`src/rtl/pe_inst_seq_if.sv`:
```
// Instruction port between pe_inst_seq (master) and PE_control (slave).
// valid/ready handshake carrying opcode, conv_info and the current row pass.
interface pe_inst_seq_if #(
    parameter int CONV_INFO_BITWIDTH = 9,
    parameter int ROW_CNT_BITWIDTH   = 4
);
    logic [2:0]                    opcode;
    logic [CONV_INFO_BITWIDTH-1:0] conv_info;
    logic                          inst_valid;
    logic                          inst_ready;
    logic [ROW_CNT_BITWIDTH-1:0]   row_idx;

    modport master (
        output opcode,
        output conv_info,
        output inst_valid,
        output row_idx,
        input  inst_ready
    );

    modport slave (
        input  opcode,
        input  conv_info,
        input  inst_valid,
        input  row_idx,
        output inst_ready
    );
endinterface

```
`src/rtl/pe_inst_seq.sv`:
```
// pe_inst_seq: expands one layer descriptor into the PE instruction stream.
// Define PE_INST_SEQ_PERF_EN to add the o_stall_cycles counter.
module pe_inst_seq #(
    parameter int CONV_INFO_BITWIDTH = 9,
    parameter int ROW_CNT_BITWIDTH   = 4
) (
    input  logic                          i_clk,
    input  logic                          i_rst_n,
    input  logic                          i_desc_valid,
    output logic                          o_desc_ready,
    input  logic [CONV_INFO_BITWIDTH-1:0] i_desc_conv_info,
    input  logic [ROW_CNT_BITWIDTH-1:0]   i_desc_rows,
    input  logic                          i_desc_acc,
    pe_inst_seq_if.master                 inst,
    output logic                          o_done,
    output logic                          o_err
`ifdef PE_INST_SEQ_PERF_EN
    ,
    output logic [15:0]                   o_stall_cycles
`endif
);
    typedef enum logic [2:0] {
        S_IDLE,
        S_SET,
        S_WGHT,
        S_IFMAP,
        S_CONV,
        S_ACC,
        S_DONE
    } state_t;

    localparam logic [2:0] OP_NOP   = 3'b000;
    localparam logic [2:0] OP_SET   = 3'b001;
    localparam logic [2:0] OP_IFMAP = 3'b010;
    localparam logic [2:0] OP_WGHT  = 3'b011;
    localparam logic [2:0] OP_CONV  = 3'b100;
    localparam logic [2:0] OP_ACC   = 3'b101;

    localparam logic [ROW_CNT_BITWIDTH-1:0] ROW_ONE = 1;

    state_t                        state_q, state_d;
    logic [CONV_INFO_BITWIDTH-1:0] ci_q;
    logic [ROW_CNT_BITWIDTH-1:0]   rows_q;
    logic [ROW_CNT_BITWIDTH-1:0]   row_q;
    logic                          acc_q;
    logic                          err_q, err_d;
    logic                          desc_hs, bad, fire, last;
    logic                          valid_d;
    logic [2:0]                    opc_d;

    assign desc_hs = o_desc_ready && i_desc_valid;
    assign fire    = inst.inst_valid && inst.inst_ready;
    assign last    = (row_q == rows_q - ROW_ONE);
    assign bad     = (i_desc_conv_info[8:6] == 3'd0)
                  || (i_desc_conv_info[5:3] == 3'd0)
                  || (i_desc_conv_info[2:0] == 3'd0)
                  || (i_desc_rows == '0);

    assign inst.conv_info = ci_q;
    assign inst.row_idx   = row_q;

    always_comb begin
        state_d = state_q;
        err_d   = err_q;
        unique case (state_q)
            S_IDLE: begin
                if (desc_hs) begin
                    state_d = bad ? S_DONE : S_SET;
                    err_d   = bad;
                end
            end
            S_SET:   if (fire) state_d = S_WGHT;
            S_WGHT:  if (fire) state_d = S_IFMAP;
            S_IFMAP: if (fire) state_d = S_CONV;
            S_CONV: begin
                if (fire) begin
                    if (last) state_d = acc_q ? S_ACC : S_DONE;
                    else      state_d = S_IFMAP;
                end
            end
            S_ACC:   if (fire) state_d = S_DONE;
            S_DONE:  state_d = S_IDLE;
            default: state_d = S_IDLE;
        endcase
    end

    // Outputs are decoded from the next state so they leave the flops aligned
    always_comb begin
        opc_d   = OP_NOP;
        valid_d = 1'b1;
        unique case (1'b1)
            state_d == S_SET:   opc_d = OP_SET;
            state_d == S_WGHT:  opc_d = OP_WGHT;
            state_d == S_IFMAP: opc_d = OP_IFMAP;
            state_d == S_CONV:  opc_d = OP_CONV;
            state_d == S_ACC:   opc_d = OP_ACC;
            default:            valid_d = 1'b0;
        endcase
    end

    always_ff @(posedge i_clk or negedge i_rst_n) begin
        if (!i_rst_n) begin
            state_q         <= S_IDLE;
            err_q           <= 1'b0;
            ci_q            <= '0;
            rows_q          <= '0;
            row_q           <= '0;
            acc_q           <= 1'b0;
            inst.opcode     <= OP_NOP;
            inst.inst_valid <= 1'b0;
            o_desc_ready    <= 1'b0;
            o_done          <= 1'b0;
            o_err           <= 1'b0;
        end else begin
            state_q         <= state_d;
            err_q           <= err_d;
            inst.opcode     <= opc_d;
            inst.inst_valid <= valid_d;
            o_desc_ready    <= (state_d == S_IDLE);
            o_done          <= (state_d == S_DONE) && !err_d;
            o_err           <= (state_d == S_DONE) && err_d;
            if (desc_hs) begin
                ci_q   <= i_desc_conv_info;
                rows_q <= i_desc_rows;
                acc_q  <= i_desc_acc;
                row_q  <= '0;
            end else if ((state_q == S_CONV) && fire && !last) begin
                row_q  <= row_q + ROW_ONE;
            end
        end
    end

`ifdef PE_INST_SEQ_PERF_EN
    logic [15:0] stall_q;

    always_ff @(posedge i_clk or negedge i_rst_n) begin
        if (!i_rst_n) begin
            stall_q <= '0;
        end else if (desc_hs) begin
            stall_q <= '0;
        end else if (inst.inst_valid && !inst.inst_ready
                     && (stall_q != 16'hFFFF)) begin
            stall_q <= stall_q + 16'd1;
        end
    end

    assign o_stall_cycles = stall_q;
`endif
endmodule
```
`src/flat_wrapper.sv`:
```
// flat-port wrapper written by rule: the top's interface ports become plain ports
module pe_inst_seq_flat 
#(
    parameter int CONV_INFO_BITWIDTH = 9,
    parameter int ROW_CNT_BITWIDTH   = 4
)
  (i_clk, i_rst_n, i_desc_valid, o_desc_ready, i_desc_conv_info, i_desc_rows, i_desc_acc, o_done, o_err, inst_opcode, inst_conv_info, inst_inst_valid, inst_row_idx, inst_inst_ready);
  pe_inst_seq_if #(.CONV_INFO_BITWIDTH(CONV_INFO_BITWIDTH), .ROW_CNT_BITWIDTH(ROW_CNT_BITWIDTH)) inst_i ();
  input  logic i_clk;
  input  logic i_rst_n;
  input  logic i_desc_valid;
  output logic o_desc_ready;
  input  logic [CONV_INFO_BITWIDTH-1:0] i_desc_conv_info;
  input  logic [ROW_CNT_BITWIDTH-1:0] i_desc_rows;
  input  logic i_desc_acc;
  output logic o_done;
  output logic o_err;
  output wire logic [$bits(inst_i.opcode)-1:0] inst_opcode;
  output wire logic [$bits(inst_i.conv_info)-1:0] inst_conv_info;
  output wire logic [$bits(inst_i.inst_valid)-1:0] inst_inst_valid;
  output wire logic [$bits(inst_i.row_idx)-1:0] inst_row_idx;
  input wire logic [$bits(inst_i.inst_ready)-1:0] inst_inst_ready;
  assign inst_opcode = inst_i.opcode;
  assign inst_conv_info = inst_i.conv_info;
  assign inst_inst_valid = inst_i.inst_valid;
  assign inst_row_idx = inst_i.row_idx;
  assign inst_i.inst_ready = inst_inst_ready;
  pe_inst_seq #(.CONV_INFO_BITWIDTH(CONV_INFO_BITWIDTH), .ROW_CNT_BITWIDTH(ROW_CNT_BITWIDTH)) u_core (.i_clk(i_clk), .i_rst_n(i_rst_n), .i_desc_valid(i_desc_valid), .o_desc_ready(o_desc_ready), .i_desc_conv_info(i_desc_conv_info), .i_desc_rows(i_desc_rows), .i_desc_acc(i_desc_acc), .inst(inst_i), .o_done(o_done), .o_err(o_err));
endmodule
```
`config.mk`:
```
export PLATFORM = sky130hd
export DESIGN_NAME = pe_inst_seq_flat
export DESIGN_NICKNAME = d
export VERILOG_FILES = /design/src/rtl/pe_inst_seq_if.sv /design/src/rtl/pe_inst_seq.sv /design/src/flat_wrapper.sv
export SDC_FILE = /design/constraint.sdc
export NUM_CORES = 1
export LEC_CHECK = 0
export CORE_ASPECT_RATIO = 1.5
export CORE_MARGIN = 10
export CORE_UTILIZATION = 53
export CTS_BUF_LIST = sky130_fd_sc_hd__clkbuf_8
export DETAILED_ROUTE_END_ITERATION = 12
export PLACE_DENSITY = 0.87
export SLEW_MARGIN = 30
export SYNTH_ARGS = -nofsm -noshare
export SYNTH_HDL_FRONTEND = slang
export SYNTH_SLANG_ARGS = --single-unit
```
`constraint.sdc`:
```
create_clock -name i_clk -period 4 [get_ports i_clk]
set_clock_uncertainty 0.2 [all_clocks]
set_input_delay 0.6 -clock i_clk [delete_from_list [all_inputs] [get_ports i_clk]]
set_output_delay 0.6 -clock i_clk [all_outputs]
set_load 0.01 [all_outputs]
```
==> qor.txt <==
outcome - complete, no violations
Worst Setup SP - i_desc_valid
Setup Viol. Count Final - 0
Synth top area share - 51.3%
Final period util - 76.8%
post-route setup slack - 929 ps
Final #Nets - 182
total CTS buffers - 5
XOR/XNOR Fraction of Synth Area - 4.69%
PwrDens - 751 mW/mm^2
Max-slew headroom - 63.7%
CTS root buf - clkbuf_8
Avg Inst Size Synth - 11.8 um^2
initial antenna violation count - 0
Power Total - 1.45 mW
Iteration-0 DRC Markers - 17
mux contribution to synthesized area - 9.47%
num ports - 38
CTS max path bufs - 2
post-synthesis adder-cell area fraction - 3.54%
Crit. End Element - flop
Data arrival, critical path - 3080 ps
Most used DFF post-synth - dfrtp_1
reg-to-reg endpoint - u_core.inst.opcode[0]
startpoint class of the critical path - input port
Setup Fix Bufs, Post-CTS - 0
Sink Count - 29
Core Region - 0.00250 mm^2
CP Class - in -> reg
fin util - 77.1%
commonest non-fill, non-tap cells in the layout - clkdlybuf4s50_1, dfrtp_1, mux2_2
Netlist Area Pre-Place - 0.00141 mm^2
WL/cell - 16.2 um
Reg2Reg Setup Slack - 1370 ps
Fin. Hold Viols - 0
# diodes - 0
crit path time final - 3070 ps
CTS tree - built
Worst Reg-to-Reg Cells - 8
RSZ-0062 raised after global routing - false
Seq cells post-synth - 29
Area growth syn-to-layout - 36.5%
drt pass-1 iters - 4
distinct cell type count after synthesis - 40
DR vias/cell - 5.50
met2 Usage GRT - 21.8%
Post-Syn Nets - 142
Synth Area in Simple Gates - 14.8%
Post-synth EDFFs - 0
via count - 1,083
worst-margin pin slew - 543 ps
Worst IR Drop VDD - 0.000448 V
commonest non-fill, non-tap cell in the layout - clkdlybuf4s50_1
Hold Path Cell Cnt - 1
share of cells above drive strength 1 - 14.9%
FFs w/ async S/R, synth - 100%
WP data required - 4010 ps
max-cap violations - 0
Fmax - 326 MHz
WHS Endpoint - u_core.inst.conv_info[1]
Hold Crit Start - u_core.inst.conv_info[1]
register area share after synthesis - 51.3%
GR met1 Demand/Resource - 12.8%
GRT Total Usage - 12.6%
DP Worst Slack - 659 ps
busiest grt layer - met2
largest family of logic cells by synthesized area - simple AND/OR/NAND/NOR gates
post-CTS sizing - 0
first-pass GRT wire length - 5.43 mm
hold crit path type - reg -> reg
largest net degree at the start of global routing - 30
Slew Limit Fails - 0
total gr overflow - 0
number of I/O port buffers - 37
post-route antenna net violation count - 0
warnings from Yosys - 0
R2R Path Start - u_core.o_desc_ready
GR met3 Demand/Resource - 4.57%
row cnt - 22
initial core utilization - 56.4%
Sum Neg Setup Slack - 0 ps
compound-cell area share of the yosys netlist - 13.3%
DP Wirelength - 2.50 mm
clk_lat worst skew - 280 ps
cell taking the most area after synthesis - dfrtp_1
final WL - 3.19 mm
crit path max fanout - 12
Leak - 0.838 nW
Die Y - 83.3 um
cts hold-fix bufs - 0
vias in the first global route - 1,166
H-tree depth - 2
Synth area leaders - dfrtp_1, mux2_2, ha_1, nand2_1, xor2_1
die width - 62.2 um
post-synthesis cell count - 120
DIE AREA - 0.00518 mm^2
CTS clk-pin slew, worst paths - 60 ps
Placer Congestion - 0.870
Hold WS - 304 ps
drc violations - 0
==> cells by family after synthesis <==
group | Yosys count
AO/OA/AOI/OAI | 23
buffers and inverters | 10
XOR/XNOR | 6
AND/OR/NAND/NOR | 36
adder cells (fa/ha/maj) | 4
multiplexers | 12
flip-flops | 29
==> report_power, final <==
group / total, mW / switching, mW / internal [mW]
sequential: 0.514 / 0.100 / 0.414
clock: 0.303 / 0.103 / 0.200
combinational: 0.632 / 0.293 / 0.339
total: 1.45 / 0.496 / 0.953
==> cell type report <==
class                           instances  area, um^2
Inverter                                5        18.8
Clock buffer                            6        82.6
Tap cell                               36        45.0
Timing Repair Buffer                   38         378
Sequential cell                        29         726
Fill cell                             161         574
Multi-Input combinational cell         81         647
Clock inverter                          2        33.8
==> metrics by stage <==
stage               cells  cell area, um^2
floorplan             120             1410
global placement      189             1810
detailed placement    189             1810
CTS                   197             1930
global route          197             1930
finish                197             1930
==> metal layers <==
| metal | wire length (um) | share of wire (%) | vias to the layer above |
|---|---|---|---|
| met1 | 1200 | 38 | 532 |
| met4 | 55 | 1.7 | 0 |
| met3 | 238 | 7.5 | 7 |
| li1 | - | - | 510 |
| met2 | 1690 | 53 | 34 |
| met5 | 0 | 0 | - |
==> worst max-delay path, cell delays in order <==
cell and delay [ps]:
clkdlybuf4s50_1 470, nand2_1 320, nor4_2 420, a21boi_1 350, nor2_1 140, and2_1 190
ha_1 290, o311ai_1 90, o211a_1 210
==> synthesized netlist by cell type, types with 2 or more instances <==
library cell / number
nand2b_1: 2
nor3_1: 5
buf_2: 3
a21oi_1: 2
and2_1: 3
inv_1: 5
nand2_1: 8
o31ai_1: 2
nor4_1: 2
xor2_1: 3
xnor2_1: 2
o21ai_1: 4
nor3b_1: 3
o211ai_1: 2
o21a_1: 2
clkbuf_1: 2
mux2_2: 10
nor2_1: 5
dfrtp_1: 29
nand3_1: 3
ha_1: 4
==> sequential cells by signal, summed over array words and instances, names as in the netlist <==
register and count:
u_core.acc_q 1, u_core.err_q 1, u_core.inst.conv_info 9, u_core.inst.inst_valid 1, u_core.inst.opcode 3, u_core.inst.row_idx 4
u_core.o_desc_ready 1, u_core.o_done 1, u_core.o_err 1, u_core.rows_q 4, u_core.state_q 3
==> how the worst max path moves through the flow <==
stage | end | slack, ps | cells after the start
floorplan | u_core.inst.opcode[0] | 1740 | 8
detailed placement | u_core.inst.opcode[0] | 660 | 9
finish | u_core.inst.opcode[0] | 930 | 9
CTS | u_core.inst.opcode[0] | 910 | 9
global route | u_core.inst.opcode[0] | 660 | 9
global placement | u_core.inst.opcode[0] | 880 | 9
Note: power is estimated with default switching activity, not from simulation.
